===== src/rtl/proc_pkg.sv =====
// Shared processor definitions: fetch FSM encoding and instruction/IROM geometry
// used by the fetch unit, the IR and the IROM.
package proc_pkg;

  typedef enum logic [1:0] {F_IDLE, F_WAIT, F_LOAD} fetch_state_t;

  localparam int INSTR_W     = 16;
  localparam int IROM_ADDR_W = 7;

endpackage


===== src/rtl/instr_fetch.sv =====
// Instruction fetch: owns the PC, addresses the synchronous IROM, waits out its
// latency and pulses the IR load, redirecting the PC on jumps.
module instr_fetch
  import proc_pkg::*;
#(
  parameter int ADDR_W  = IROM_ADDR_W,
  parameter int DATA_W  = INSTR_W,
  parameter int ROM_LAT = 1
) (
  input  logic              Clock,
  input  logic              Reset_n,
  input  logic              Fetch_req,
  input  logic              Jump,
  input  logic [ADDR_W-1:0] Jump_addr,
  input  logic [DATA_W-1:0] Rom_data,
  output logic [ADDR_W-1:0] Rom_addr,
  output logic              Ir_load,
  output logic [DATA_W-1:0] Ir_data,
  output logic              Fetch_done,
  output logic              Busy,
  output logic [ADDR_W-1:0] PC
);

  localparam int CNT_W = (ROM_LAT > 1) ? 2 : 1;

  fetch_state_t      state, state_nxt;
  logic [CNT_W-1:0]  wait_cnt;
  logic [ADDR_W-1:0] pc_q;
  logic [ADDR_W-1:0] pend_addr;
  logic              pend_vld;
  logic              last_wait;

  assign last_wait = (wait_cnt == CNT_W'(1));

  always_comb begin
    state_nxt = state;
    unique case (state)
      F_IDLE:  if (Fetch_req) state_nxt = F_WAIT;
      F_WAIT:  if (last_wait) state_nxt = F_LOAD;
      F_LOAD:  state_nxt = F_IDLE;
      default: state_nxt = F_IDLE;
    endcase
  end

  // PC is frozen from accept through the LOAD edge so the ROM word stays
  // stable while the IR captures it; jumps seen while busy are deferred.
  always_ff @(posedge Clock or negedge Reset_n) begin
    if (!Reset_n) begin
      state      <= F_IDLE;
      wait_cnt   <= '0;
      pc_q       <= '0;
      pend_vld   <= 1'b0;
      pend_addr  <= '0;
      Ir_load    <= 1'b0;
      Fetch_done <= 1'b0;
      Busy       <= 1'b0;
    end else begin
      state      <= state_nxt;
      Ir_load    <= (state_nxt == F_LOAD);
      Fetch_done <= (state == F_LOAD);
      Busy       <= (state_nxt != F_IDLE);
      case (state)
        F_IDLE: begin
          if (Fetch_req) wait_cnt <= CNT_W'(ROM_LAT);
          if (Jump)      pc_q     <= Jump_addr;
        end
        F_WAIT: begin
          wait_cnt <= wait_cnt - CNT_W'(1);
          if (Jump) begin
            pend_vld  <= 1'b1;
            pend_addr <= Jump_addr;
          end
        end
        F_LOAD: begin
          // A jump arriving in the LOAD cycle is newer than any pending one.
          if (Jump)          pc_q <= Jump_addr;
          else if (pend_vld) pc_q <= pend_addr;
          else               pc_q <= pc_q + ADDR_W'(1);
          pend_vld <= 1'b0;
        end
        default: ;
      endcase
    end
  end

  assign Rom_addr = pc_q;
  assign PC       = pc_q;
  assign Ir_data  = Rom_data;

endmodule


===== config.mk =====
export PLATFORM = sky130hd
export DESIGN_NAME = instr_fetch
export DESIGN_NICKNAME = d
export VERILOG_FILES = /design/src/rtl/proc_pkg.sv /design/src/rtl/instr_fetch.sv
export SDC_FILE = /design/constraint.sdc
export NUM_CORES = 1
export LEC_CHECK = 0
export ABC_AREA = 1
export CAP_MARGIN = 20
export CORE_MARGIN = 3
export CORE_UTILIZATION = 35
export CTS_CLUSTER_DIAMETER = 50
export DETAILED_ROUTE_END_ITERATION = 10
export GPL_ROUTABILITY_DRIVEN = 0
export GPL_TIMING_DRIVEN = 0
export HOLD_SLACK_MARGIN = 0.08
export PLACE_DENSITY = 0.8
export SETUP_SLACK_MARGIN = 0.1
export SLEW_MARGIN = 25
export SYNTH_ARGS = -nofsm -noshare
export SYNTH_HDL_FRONTEND = slang
export SYNTH_SLANG_ARGS = --single-unit

===== constraint.sdc =====
create_clock -name Clock -period 3.3 [get_ports Clock]
set_input_delay 0.33 -clock Clock [delete_from_list [all_inputs] [get_ports Clock]]
set_output_delay 0.33 -clock Clock [all_outputs]
set_load 0.02 [all_outputs]

; ---- Yosys cells after proc, flatten, opt, wreduce, memory -nomap -nowiden
; Cells that the tools add are included.
[classes]
muxes = 11
add_sub_neg = 2
n_eq_ne = 6
n_reduce_logical = 9
[ops]
columns = operator, count
row1 = 2-to-1 mux 7 bit, 3
row2 = case mux 7 bit (2 select lines), 1
row3 = AND reduction 2 bit, 4
row4 = nonzero test 2 bit, 4
row5 = "adder 7 x 1 -> 7 bit, second input constant", 1
row6 = "inequality test 2 bit, second input constant", 3
row7 = "== test 2 bit, second input constant", 2
row8 = 2-to-1 mux 2 bit, 2
row9 = case mux 1 bit (2 select lines), 2
row10 = case mux 2 bit (2 select lines), 1
row11 = "== test 2 x 1 -> 1 bit, second input constant", 1
row12 = logical NOT 2 bit, 1
row13 = 2-to-1 mux 1 bit, 2
row14 = "subtractor 1 bit, second input constant", 1
[totals]
regBits = 21
out_inout_bits = 33
in_bits = 27

; ---- Longest topological paths before layout
; Gate-level depths: netlist of run 1.
[depth]
depth_word = 4
ltp_mapped = 7
mapped_depth_nobuf = 7

; ---- Least setup slack after synthesis of run 1
; OpenSTA, ideal clock, no wires.
[synth_timing]
kind = register -> register
start = reg pc_q[1], in the netlist PC[1]
end = reg pc_q[6], in the netlist PC[6]
path_stages_with_launch = 8
period_less_slack_ns = 1.286
t_required_ns = 3.223
arrival_time_ns = 1.209
setup_slack_ns = 2.014
path_cell_list = dfrtp_1 -> ha_1 -> nand2_1 -> nor2_1 -> nand3_1 -> nand3_1 -> nand2_1 -> a21oi_1
[synth_via]
elab_chain_len = 4
[synth_rtl]
columns = item, line
row1 = from (decl), instr_fetch.sv:28  ; logic [ADDR_W-1:0] pc_q;
row2 = from (signal assigned), instr_fetch.sv:65  ; if (Jump) pc_q <= Jump_addr;
row3 = from (signal assigned), instr_fetch.sv:76  ; if (Jump) pc_q <= Jump_addr;
row4 = from (signal assigned), instr_fetch.sv:77  ; else if (pend_vld) pc_q <= pend_addr;
row5 = adder 7 x 1 -> 7 bit, instr_fetch.sv:78  ; else pc_q <= pc_q + ADDR_W'(1);
row6 = 2-to-1 mux 7 bit, instr_fetch.sv:77
row7 = 2-to-1 mux 7 bit, instr_fetch.sv:76
row8 = case mux 7 bit (2 select lines), instr_fetch.sv:62  ; case (state)
; No other way between the ends.
; A chain may end at the register's enable or synchronous reset.

; ---- Worst setup path in the final report of run 1
[layout_timing]
start = reg pc_q[2], in the netlist PC[2]
end = out Rom_addr[2]
[layout_lines]
columns = item, line
row1 = to (decl), instr_fetch.sv:16  ; output logic [ADDR_W-1:0] Rom_addr,
; No word-level cell between the ends.

==> impl_metrics.json, run 1 <==
{
  "clock_latency_ps": 310,
  "critPathCapture": "Rom_addr[2]",
  "maxCapViolCount": 0,
  "cts_num_sinks": 21,
  "power.total_w": 0.00151,
  "fmax_ghz": 0.525,
  "fin_skew_ps": 4.06,
  "reg2reg_slack_ps": 1940,
  "finalSetupTns_ps": 0,
  "viasPerCell": 4.39,
  "drc": 0,
  "synth_cell_type_count": 23,
  "rr_endpoint": "PC[4]",
  "drv_slew": 0,
  "setup.worst_path.end_class": "output port",
  "arrival_ps": 1580,
  "ant_nets": 0,
  "cp-startpoint": "PC[2]",
  "wl_mm": 2.59,
  "nets": 219,
  "yosysWarnings": 0,
  "grt_pass1_wl_mm": 4.37,
  "numCtsBuffers": 3,
  "yosysSeqAreaShare_pct": 43.3,
  "power.leakage_nw": 0.820,
  "crit_required_ps": 2970,
  "antenna_found_initial": 0,
  "tritoncts": "yes",
  "hold_viol_final": 0,
  "synth.avg_cell_area_um2": 8.49,
  "syn_inst": 143,
  "grt_max_degree": 22,
  "post_cts_buffers": 0,
  "synth_nets": 171,
  "port-buffer-count": 42,
  "routedWlPerCell_um": 11.1,
  "ir_worst_vdd_uv": 410,
  "grt_pass1_vias": 1013,
  "dr.first_iter.drc_count": 19,
  "cts_max_level": 1,
  "reg2reg_depth": 7,
  "dieArea_mm2": 0.00421,
  "r2r-start": "PC[0]",
  "num_rows": 20,
  "finalCriticalPeriod_ps": 1910,
  "syn-cell-area_mm2": 0.00121,
  "top_level_ports": 60,
  "root_buffer": "clkbuf_4",
  "grt_use_total_pct": 13.0,
  "async_flop_share_pct": 100,
  "tightest_slew_ps": 491,
  "crit_fanout": 8,
  "vias": 1028,
  "finalSetupViolCount": 0,
  "die_h_um": 64.9,
  "ys_ff_latch": 21,
  "antenna_cells": 0,
  "synth_area_leader_cell": "dfrtp_1",
  "synth.area.top_cells": "dfrtp_1, buf_4, a21oi_1",
  "fillCellCount": 302,
  "syn_to_final_growth_pct": 41.9,
  "hpwl_mm": 2.02,
  "hold_path.class": "in2reg",
  "p_per_area_mw_per_mm2": 876,
  "die_w_um": 64.9,
  "cts.path.max_buffers": 2,
  "slew_headroom_pct": 67.3,
  "post_cts_resized": 0,
  "finalCritPeriodShare_pct": 57.8,
  "ys.flop_type": "dfrtp_1",
  "initial_utilization_pct": 38.2,
  "clk_pin_slew_ps": 120,
  "run_status": "finished clean",
  "hold_ws_ps": 358,
  "synth_edf_count": 0,
  "yosysTopAreaCellShare_pct": 43.3,
  "utilization_pct": 54.2,
  "grt_overflow_total": 0,
  "first_pass_iters": 4,
  "layout-drive-gt1-share_pct": 20.5,
  "rsz0062_at_grt": "false",
  "core_mm2": 0.00318,
  "critPathLaunchType": "register",
  "criticalPathCategory": "reg2out"
}
-- synthesized netlist by cell type (all sizes together), types with 2 or more instances --
master   n
a22oi    2
nand3    9
a21oi   17
dfrtp   21
o21bai   2
nor2    16
o21ai    9
nand2   16
nor3     2
buf     25
mux2     3
inv     18
-- logic make-up (layout without fill, tap and decap cells) --
kind of cell / Yosys count / after routing / synth area share (%)
simple gates: 43 / 43 / 16.1
buf+inv: 43 / 90 / 21.7
compound gates: 31 / 31 / 14.1
flops: 21 / 21 / 43.3
mux: 3 / 3 / 3.09
fa+ha+maj: 1 / 1 / 1.03
xor+xnor: 1 / 1 / 0.722
-- worst max-delay path, stage by stage, from the launching register on --
cell and delay (ps):
dfrtp_1 520, buf_4 160, clkdlybuf4s50_1 590
-- placed cells by master, fill, tap and decap left out, types with 3 or more instances in the layout --
| cell | instances |
|---|---|
| clkdlybuf4s50_1 | 41 |
| o21ai_0 | 6 |
| nand3_1 | 8 |
| clkbuf_4 | 3 |
| dfrtp_1 | 21 |
| inv_1 | 16 |
| a21oi_1 | 17 |
| nand2_1 | 15 |
| nor2_1 | 15 |
| buf_4 | 23 |
-- area by class of cell --
type	instances	area, µm²	share of cell area [%]
clock buffer	3	22.5	1.31
timing repair buffer	43	425	24.7
clock inverter	1	5.00	0.291
buffer	25	195	11.3
sequential	21	526	30.5
multi-input combinational	79	425	24.7
inverter	18	67.6	3.92
tap	44	55.1	3.20
-- metrics by stage --
step | std cells | instance area, µm² | setup WS, ps
2_1_floorplan | 143 | 1210 | 2010
3_3_place_gp | 229 | 1690 | 1770
3_5_place_dp | 229 | 1690 | 1730
4_1_cts | 233 | 1720 | 1380
5_1_grt | 234 | 1720 | 1330
6_report | 234 | 1720 | 1390
-- what timing repair did --
item	CTS	global route
hold buffers	0	1
endpoints found under the setup margin	0	0
hold endpoints to repair	0	21
-- how the worst min path moves through the flow --
stage                            start  depth (start not counted)  slack, ps      endpoint
after floorplan                Reset_n                          0         30          Busy
after global placement    pend_addr[0]                          2        470  pend_addr[0]
after detailed placement  pend_addr[0]                          2        480  pend_addr[0]
after CTS                         Jump                          3        360         PC[2]
after global routing              Jump                          3        360         PC[2]
final                             Jump                          3        360         PC[2]
-- report_power, final --
part | internal, W | switching (W) | leakage [nW]
Clock | 0.0000453 | 0.0000819 | 0.0177
Combinational | 0.000427 | 0.000447 | 0.556
Sequential | 0.000384 | 0.000123 | 0.246
Total | 0.000857 | 0.000652 | 0.820
-- routing by layer --
layer / GRT usage (%) / share of wire [%]
met1: 15.9 / 43
met2: 22.2 / 50
met3: 4.33 / 6.4
met4: 2.37 / 0.39
met5: 0 / 0
-- sequential cells by signal, indices dropped and copies added (netlist names) --
| name | cells |
|---|---|
| pend_vld | 1 |
| Ir_load | 1 |
| PC | 7 |
| pend_addr | 7 |
| state | 2 |
| Fetch_done | 1 |
| last_wait | 1 |
| Busy | 1 |
No activity file was read; power rests on OpenSTA's default activity.
==> run 2, diff against run 1 <==
==> constraint.sdc (replaced) <==
create_clock -name Clock -period 1.8 [get_ports Clock]
set_input_delay 0.18 -clock Clock [delete_from_list [all_inputs] [get_ports Clock]]
set_output_delay 0.18 -clock Clock [all_outputs]
set_load 0.02 [all_outputs]
==> impl_metrics.json, run 2 (synthesized netlist as in run 1, its figures left out) <==
{
  "fmax_ghz": 0.616,
  "r2r-start": "PC[0]",
  "criticalPathCategory": "reg2out",
  "clk_pin_slew_ps": 120,
  "antenna_found_initial": 0,
  "critPathCapture": "Rom_addr[0]",
  "grt_pass1_vias": 1013,
  "initial_utilization_pct": 38.2,
  "clock_latency_ps": 310,
  "run_status": "finished clean",
  "cts_num_sinks": 21,
  "slew_headroom_pct": 68.0,
  "first_pass_iters": 4,
  "layout-drive-gt1-share_pct": 23.6,
  "arrival_ps": 1440,
  "numCtsBuffers": 3,
  "crit_required_ps": 1620,
  "crit_fanout": 6,
  "reg2reg_depth": 7,
  "tightest_slew_ps": 480,
  "drc": 0,
  "maxCapViolCount": 0,
  "finalCriticalPeriod_ps": 1620,
  "grt_max_degree": 22,
  "drv_slew": 0,
  "die_h_um": 64.9,
  "grt_overflow_total": 0,
  "cts_max_level": 1,
  "power.leakage_nw": 0.829,
  "die_w_um": 64.9,
  "grt_pass1_wl_mm": 4.37,
  "root_buffer": "clkbuf_4",
  "cts.path.max_buffers": 2,
  "setup.worst_path.end_class": "output port",
  "rsz0062_at_grt": "false",
  "hold_viol_final": 0,
  "port-buffer-count": 42,
  "fillCellCount": 303,
  "p_per_area_mw_per_mm2": 1600,
  "vias": 1035,
  "fin_skew_ps": 4.06,
  "hold_path.class": "in2reg",
  "top_level_ports": 60,
  "routedWlPerCell_um": 11.0,
  "dr.first_iter.drc_count": 23,
  "ant_nets": 0,
  "finalSetupTns_ps": 0,
  "wl_mm": 2.59,
  "critPathLaunchType": "register",
  "tritoncts": "yes",
  "core_mm2": 0.00318,
  "finalSetupViolCount": 0,
  "num_rows": 20,
  "rr_endpoint": "PC[4]",
  "hpwl_mm": 2.02,
  "dieArea_mm2": 0.00421,
  "final_common_cell": "clkdlybuf4s50_1",
  "viasPerCell": 4.40,
  "cp-startpoint": "PC[0]",
  "nets": 220,
  "syn_to_final_growth_pct": 43.2,
  "antenna_cells": 0,
  "ir_worst_vdd_uv": 750,
  "utilization_pct": 54.7,
  "reg2reg_slack_ps": 500,
  "grt_use_total_pct": 13.0,
  "finalCritPeriodShare_pct": 90.2,
  "most-common-layout-cells": "clkdlybuf4s50_1, buf_4, a21oi_1, dfrtp_1, inv_1"
}
-- run 2: area by class of cell --
| class | instances | area (µm²) | share of cell area, % |
|---|---|---|---|
| plain buffers | 25 | 195 | 11.2 |
| clock buffers | 3 | 22.5 | 1.30 |
| clock inverters | 1 | 5.00 | 0.288 |
| inverters | 18 | 67.6 | 3.89 |
| multi-input cells | 79 | 425 | 24.5 |
| flip-flops and latches | 21 | 532 | 30.6 |
| well taps | 44 | 55.1 | 3.17 |
| repair buffers | 44 | 435 | 25.1 |
-- run 2: per-layer routing --
layer	track usage, %	wire length [µm]
met1	15.9	1090
met2	22.2	1320
met3	4.33	170
met4	2.37	10
met5	0	0
-- run 2: stage by stage --
step	total power [W]	hold WS (ps)	cells	setup slack, ps	cell area, µm²
finish	0.00279	203	235	177	1740
global route	0.00302	202	235	109	1740
CTS	0.00279	205	233	111	1720
detailed placement	0.00256	485	229	384	1690
global placement	0.00251	471	229	419	1690
floorplan	0.00194	-116	143	514	1210
-- run 2: how the worst min path moves through the flow --
stage	from	endpoint	cells after the start
floorplan	Reset_n	Busy	0
global placement	pend_addr[0]	pend_addr[0]	2
detailed placement	pend_addr[0]	pend_addr[0]	2
CTS	Jump	PC[2]	3
global route	Jump	PC[2]	3
finish	Jump	PC[2]	3
-- run 2: critical path, cell delays in order, from the launching register on --
cell,delay (ps)
dfrtp_2,440
buf_4,120
clkdlybuf4s50_1,580
-- run 2: report_power, final --
part | switching (W) | total [W] | internal, W
clock network | 0.000150 | 0.000233 | 0.0000830
registers | 0.000207 | 0.000923 | 0.000716
logic | 0.000836 | 0.00163 | 0.000797
total | 0.00119 | 0.00279 | 0.00160
-- run 2: timing repair --
item,in CTS,in global routing
setup endpoints to repair,1,6
hold buffers,0,1
setup buffers,0,1
pin swaps,0,0
resized for setup,1,5
endpoints found under the hold margin,0,21
==> run 3, diff against run 2 <==
--- a/config.mk
+++ b/config.mk
@@ -7,14 +7,14 @@
 export LEC_CHECK = 0
 export ABC_AREA = 1
 export CAP_MARGIN = 20
+export CORE_ASPECT_RATIO = 0.9
 export CORE_MARGIN = 3
-export CORE_UTILIZATION = 35
+export CORE_UTILIZATION = 40
 export CTS_CLUSTER_DIAMETER = 50
 export DETAILED_ROUTE_END_ITERATION = 10
 export GPL_ROUTABILITY_DRIVEN = 0
-export GPL_TIMING_DRIVEN = 0
 export HOLD_SLACK_MARGIN = 0.08
-export PLACE_DENSITY = 0.8
+export PLACE_DENSITY = 0.89
 export SETUP_SLACK_MARGIN = 0.1
 export SLEW_MARGIN = 25
 export SYNTH_ARGS = -nofsm -noshare
==> impl_metrics.json, run 3 (synthesized netlist as in run 1, its figures left out) <==
{
  "run_status": "finished clean",
  "crit_path_cell_trace": "clkdlybuf4s50_1",
  "critPathTopFamily": "buffers and inverters",
  "wl_mm": 2.32,
  "tightest_slew_ps": 429,
  "grt_use_total_pct": 14.2,
  "tritoncts": "yes",
  "drv_slew": 0,
  "antenna_cells": 0,
  "ant_nets": 0,
  "viasPerCell": 4.87,
  "cts.path.max_buffers": 2,
  "cts_max_level": 1,
  "syn_to_final_growth_pct": 13.5,
  "ir_worst_vdd_uv": 936,
  "finalCriticalPeriod_ps": 1590,
  "setup.worst_path.end_class": "output port",
  "grt_pass1_vias": 918,
  "arrival_ps": 1410,
  "top_level_ports": 60,
  "rsz0062_at_grt": "false",
  "cts_num_sinks": 21,
  "crit_buf_inv": 1,
  "dieArea_mm2": 0.00373,
  "cp-startpoint": "PC[2]",
  "hold_buffers": 0,
  "fmax_ghz": 0.631,
  "finalCritPeriodShare_pct": 88.1,
  "layout-drive-gt1-share_pct": 10.0,
  "routedWlPerCell_um": 12.2,
  "criticalPathCategory": "reg2out",
  "die_h_um": 58.3,
  "final_common_cell": "clkdlybuf4s50_1",
  "maxCapViolCount": 0,
  "grt_pass1_wl_mm": 4.13,
  "drc": 0,
  "crit_fanout": 8,
  "worst_path_largest_cell_delay_ps": 630,
  "grt_max_degree": 22,
  "vias": 925,
  "finalSetupViolCount": 0,
  "root_buffer": "clkbuf_4",
  "initial_utilization_pct": 43.1,
  "place_inst": 186,
  "fin_skew_ps": 1.10,
  "critPathLaunchType": "register",
  "hold_ws_ps": 199,
  "hpwl_mm": 1.82,
  "finalSetupTns_ps": 0,
  "final_cells": 190,
  "port-buffer-count": 27,
  "hold_viol_final": 0,
  "clk_pin_slew_ps": 120,
  "slew_headroom_pct": 71.4,
  "dr.first_iter.drc_count": 19,
  "most-common-layout-cells": "clkdlybuf4s50_1, dfrtp_1, a21oi_1, inv_1",
  "hold_path.class": "in2async",
  "nets": 179,
  "p_per_area_mw_per_mm2": 1860,
  "numCtsBuffers": 3,
  "antenna_found_initial": 0,
  "r2r-start": "PC[0]",
  "clock_latency_ps": 310,
  "die_w_um": 64.1,
  "slowest_stage": "clkdlybuf4s50_1",
  "power.leakage_nw": 0.635,
  "crit_required_ps": 1620,
  "grt_overflow_total": 0,
  "first_pass_iters": 4,
  "core_mm2": 0.00282,
  "num_rows": 18
}
run 3: cell types whose count changed in the layout (fill, tap and decap cells not counted):
cell / previous run / this run
dlymetal6s2s_1: 1 / 0
buf_4: 24 / 1
dlygate4sd3_1: 1 / 0
clkdlybuf4s50_1: 40 / 27
buf_6: 2 / 0
buf_2: 1 / 0
clkinvlp_4: 0 / 1
clkinv_2: 1 / 0
dfrtp_1: 16 / 20
dfrtp_2: 5 / 1
run 3: through the flow:
stage / setup slack, ps / area (µm²) / utilization, % / total power [W]
after global routing: 128 / 1380 / 48.9 / 0.00279
after global placement: 246 / 1350 / 47.8 / 0.00230
after floorplan: 514 / 1210 / - / 0.00194
final: 215 / 1380 / 48.9 / 0.00256
after detailed placement: 182 / 1350 / 47.8 / 0.00235
after CTS: 105 / 1380 / 48.9 / 0.00259
run 3: cell type report:
class,count,area [µm²]
clock buffer,3,22.5
timing repair buffer,28,278
tap,40,50.0
fill,276,1440
multi-input combinational,79,425
clock inverter,1,7.51
sequential,21,527
inverter,18,67.6
run 3: final timing paths:
check                                    end  slack [ps]  depth (start not counted)
worst max-delay path             Rom_addr[2]         210                          1
worst min-delay path            pend_addr[0]         200                          2
worst min register to register  pend_addr[3]         530                          2
max in group asynchronous              PC[2]        1380                          2
worst max register to register         PC[6]         480                          7
min in group Clock                Ir_data[4]         360                          0
run 3: layer usage:
metal	up-vias	routed length [µm]	track usage, %
met2	36	1060	22.1
met4	0	29	5.23
met3	6	201	5.62
met5	-	0	0
met1	434	1030	17.9
li1	449	-	-
run 3: power breakdown:
part	internal [W]	switching (W)	leakage, nW
clock	0.0000847	0.000150	0.0139
combinational	0.000628	0.000765	0.375
sequential	0.000706	0.000229	0.245
run 3: what timing repair did:
| action | CTS | global route |
|---|---|---|
| setup buffers | 0 | 0 |
| resized for setup | 0 | 1 |
| endpoints found under the setup margin | 0 | 2 |
| endpoints found under the hold margin | 0 | 0 |
==> variant, RTL diff (settings of run 3) <==
`IROM_ADDR_W`: 7 -> 8.
--- a/src/rtl/proc_pkg.sv
+++ b/src/rtl/proc_pkg.sv
@@ -5,7 +5,7 @@
   typedef enum logic [1:0] {F_IDLE, F_WAIT, F_LOAD} fetch_state_t;
 
   localparam int INSTR_W     = 16;
-  localparam int IROM_ADDR_W = 7;
+  localparam int IROM_ADDR_W = 8;
 
 endpackage
 
Ports: changed (resized Jump_addr, PC and Rom_addr); port bits go from 60 to 63. No check against the original RTL was run, so the function may have changed too.
==> variant against run 3 <==
Via count increased by 9.6%. Combinational power increased by 9%. Sequential cell count increased by 2. Synthesized area increased by 9.3%. Power increased by 12%. Non-clock buffer count increased by 5. Setup slack improved by 19 ps. Critical path depth unchanged. Routed wire length increased by 12%. Cell count increased by 12%. Design area increased by 12%. Highest routed layer unchanged.
==> variant: results (changes against run 3) <==
- After synthesis, the cell types taking the most area are sky130_fd_sc_hd__dfrtp_1, sky130_fd_sc_hd__buf_4, sky130_fd_sc_hd__a21oi_1, sky130_fd_sc_hd__nor2_1, sky130_fd_sc_hd__nand2_1.
- The number of port buffers is 30 (+11%).
- The maximum level of the CTS H-tree was 1 (unchanged).
- The number of antenna violations at the first check in global routing was 0 (unchanged).
- After synthesis, the most frequently instantiated cells are sky130_fd_sc_hd__buf_4, sky130_fd_sc_hd__dfrtp_1, sky130_fd_sc_hd__nor2_1, sky130_fd_sc_hd__a21oi_1, sky130_fd_sc_hd__nand2_1.
- Met2 track demand over resource: 0.234 (+0.0136)
- Gate Count Post-Synth: 161 (+13%)
* Worst slack after detailed placement: 302 ps (+120 ps)
* Slowest CP cell: sky130_fd_sc_hd__clkdlybuf4s50_1
- The largest fanout of any net on the critical path is 7 (-1).
- The count of nets after finishing was 201 (+12%).
- Routed wire length per instance: 12.2 um (-0.39%)
- Detailed Place HPWL: 1950 um (+7.0%)
* Data arrival, critical path: 1390 ps (-20 ps)
- Most common flop cell mapped by yosys: sky130_fd_sc_hd__dfrtp_1
* Count of vias placed by the detailed router: 1014 (+9.6%)
* Worst-case clock skew: 1.36 ps (+0.260 ps)
- The violation count after the first detailed-routing iteration came to 33 (+14).
* Leakage power figure: 0.693 nW (+9.1%)
- The latest clock arrival within the worst-skew pair is 260 ps (-50 ps).
- The total routing resource utilization after global routing is 0.144 (+0.00247).
- The clock transition time at the flip-flop clock pins of the worst setup and hold paths was 80 ps (-40 ps).
- Fraction of final layout cells sized beyond drive strength 1: 0.111 (+0.0111)
- Share of synthesized area occupied by flip-flops and latches: 0.434 (+0.000973)
* Critical Path Max Stage Delay: 660 ps (+30 ps)
- The first-pass GRT wire length was 4410 um (+6.7%).
* Met1 Resource Use GR: 0.184 (+0.00514)
- Highest ir drop seen on vdd: 0.000815 V (-13%)
- The flow ran to the end, and the final reports show no timing, DRC or antenna violations.
* Clock root buffer master: sky130_fd_sc_hd__clkbuf_8
- Max-slew headroom: 0.742 (+0.0279)
* Synth unique cells: 22 (-4.3%)
- Number of cells in the finished layout apart from fillers: 213 (+12%)
* Synthesized net count: 190 (+11%)
- The pin count of the biggest net entering global routing is 24 (+9.1%).
- Grt met3 use: 0.0519 (-0.00435)
variant: area by class of cell:
type | instances | area [um^2]
clock inverter | 1 | 7.51
clock buffer | 3 | 41.3
sequential | 23 | 576
tap | 42 | 52.6
fill | 299 | 1570
timing repair buffer | 33 | 323
multi-input combinational | 94 | 483
inverter | 17 | 63.8
variant: logic make-up (layout without fill, tap and decap cells):
kind of cell / count (synthesis) / count (layout) / synth area share
simple gates: 51 / 51 / 0.168
xor+xnor: 1 / 1 / 0.00660
fa+ha+maj: 1 / 1 / 0.00943
compound gates: 39 / 39 / 0.163
mux: 2 / 2 / 0.0170
buf+inv: 44 / 54 / 0.202
flops: 23 / 23 / 0.434
variant: final timing paths:
kind / startpoint / depth (start not counted) / endpoint / slack (ps)
hold / removal: Reset_n / 2 / pend_addr[0]$_DFFE_PN0P_ / 260
min in group Clock: Rom_data[15] / 0 / Ir_data[15] / 360
max in group asynchronous: Reset_n / 2 / PC[2]$_DFFE_PN0P_ / 1310
hold reg to reg: pend_addr[6]$_DFFE_PN0P_ / 1 / pend_addr[6]$_DFFE_PN0P_ / 510
setup reg to reg: PC[0]$_DFFE_PN0P_ / 7 / PC[6]$_DFFE_PN0P_ / 380
setup / recovery: PC[2]$_DFFE_PN0P_ / 1 / Rom_addr[2] / 230
variant: stage by stage:
step / area [um^2] / hold slack, ps
floorplan: 1330 / -116
global placement: 1500 / 360
detailed placement: 1500 / 360
CTS: 1550 / 269
global route: 1550 / 286
finish: 1550 / 264
variant: worst reg2reg max path: cells and delay by family (launching register included):
| kind | cells | cell delay (ps) |
|---|---|---|
| compound gates | 1 | 140 |
| fa+ha+maj | 1 | 220 |
| flops | 1 | 460 |
| simple gates | 5 | 520 |
variant: power by group:
| group | leakage [nW] | total, mW | switching [mW] | internal, mW |
|---|---|---|---|---|
| Clock | 0.0217 | 0.320 | 0.163 | 0.156 |
| Sequential | 0.267 | 1.04 | 0.270 | 0.770 |
| Combinational | 0.404 | 1.52 | 0.849 | 0.668 |
variant: metal layers:
metal,vias to the layer above,share of wire
met1,468,0.46
met3,4,0.074
met2,30,0.46
li1,512,-
met5,-,0
met4,0,0.011
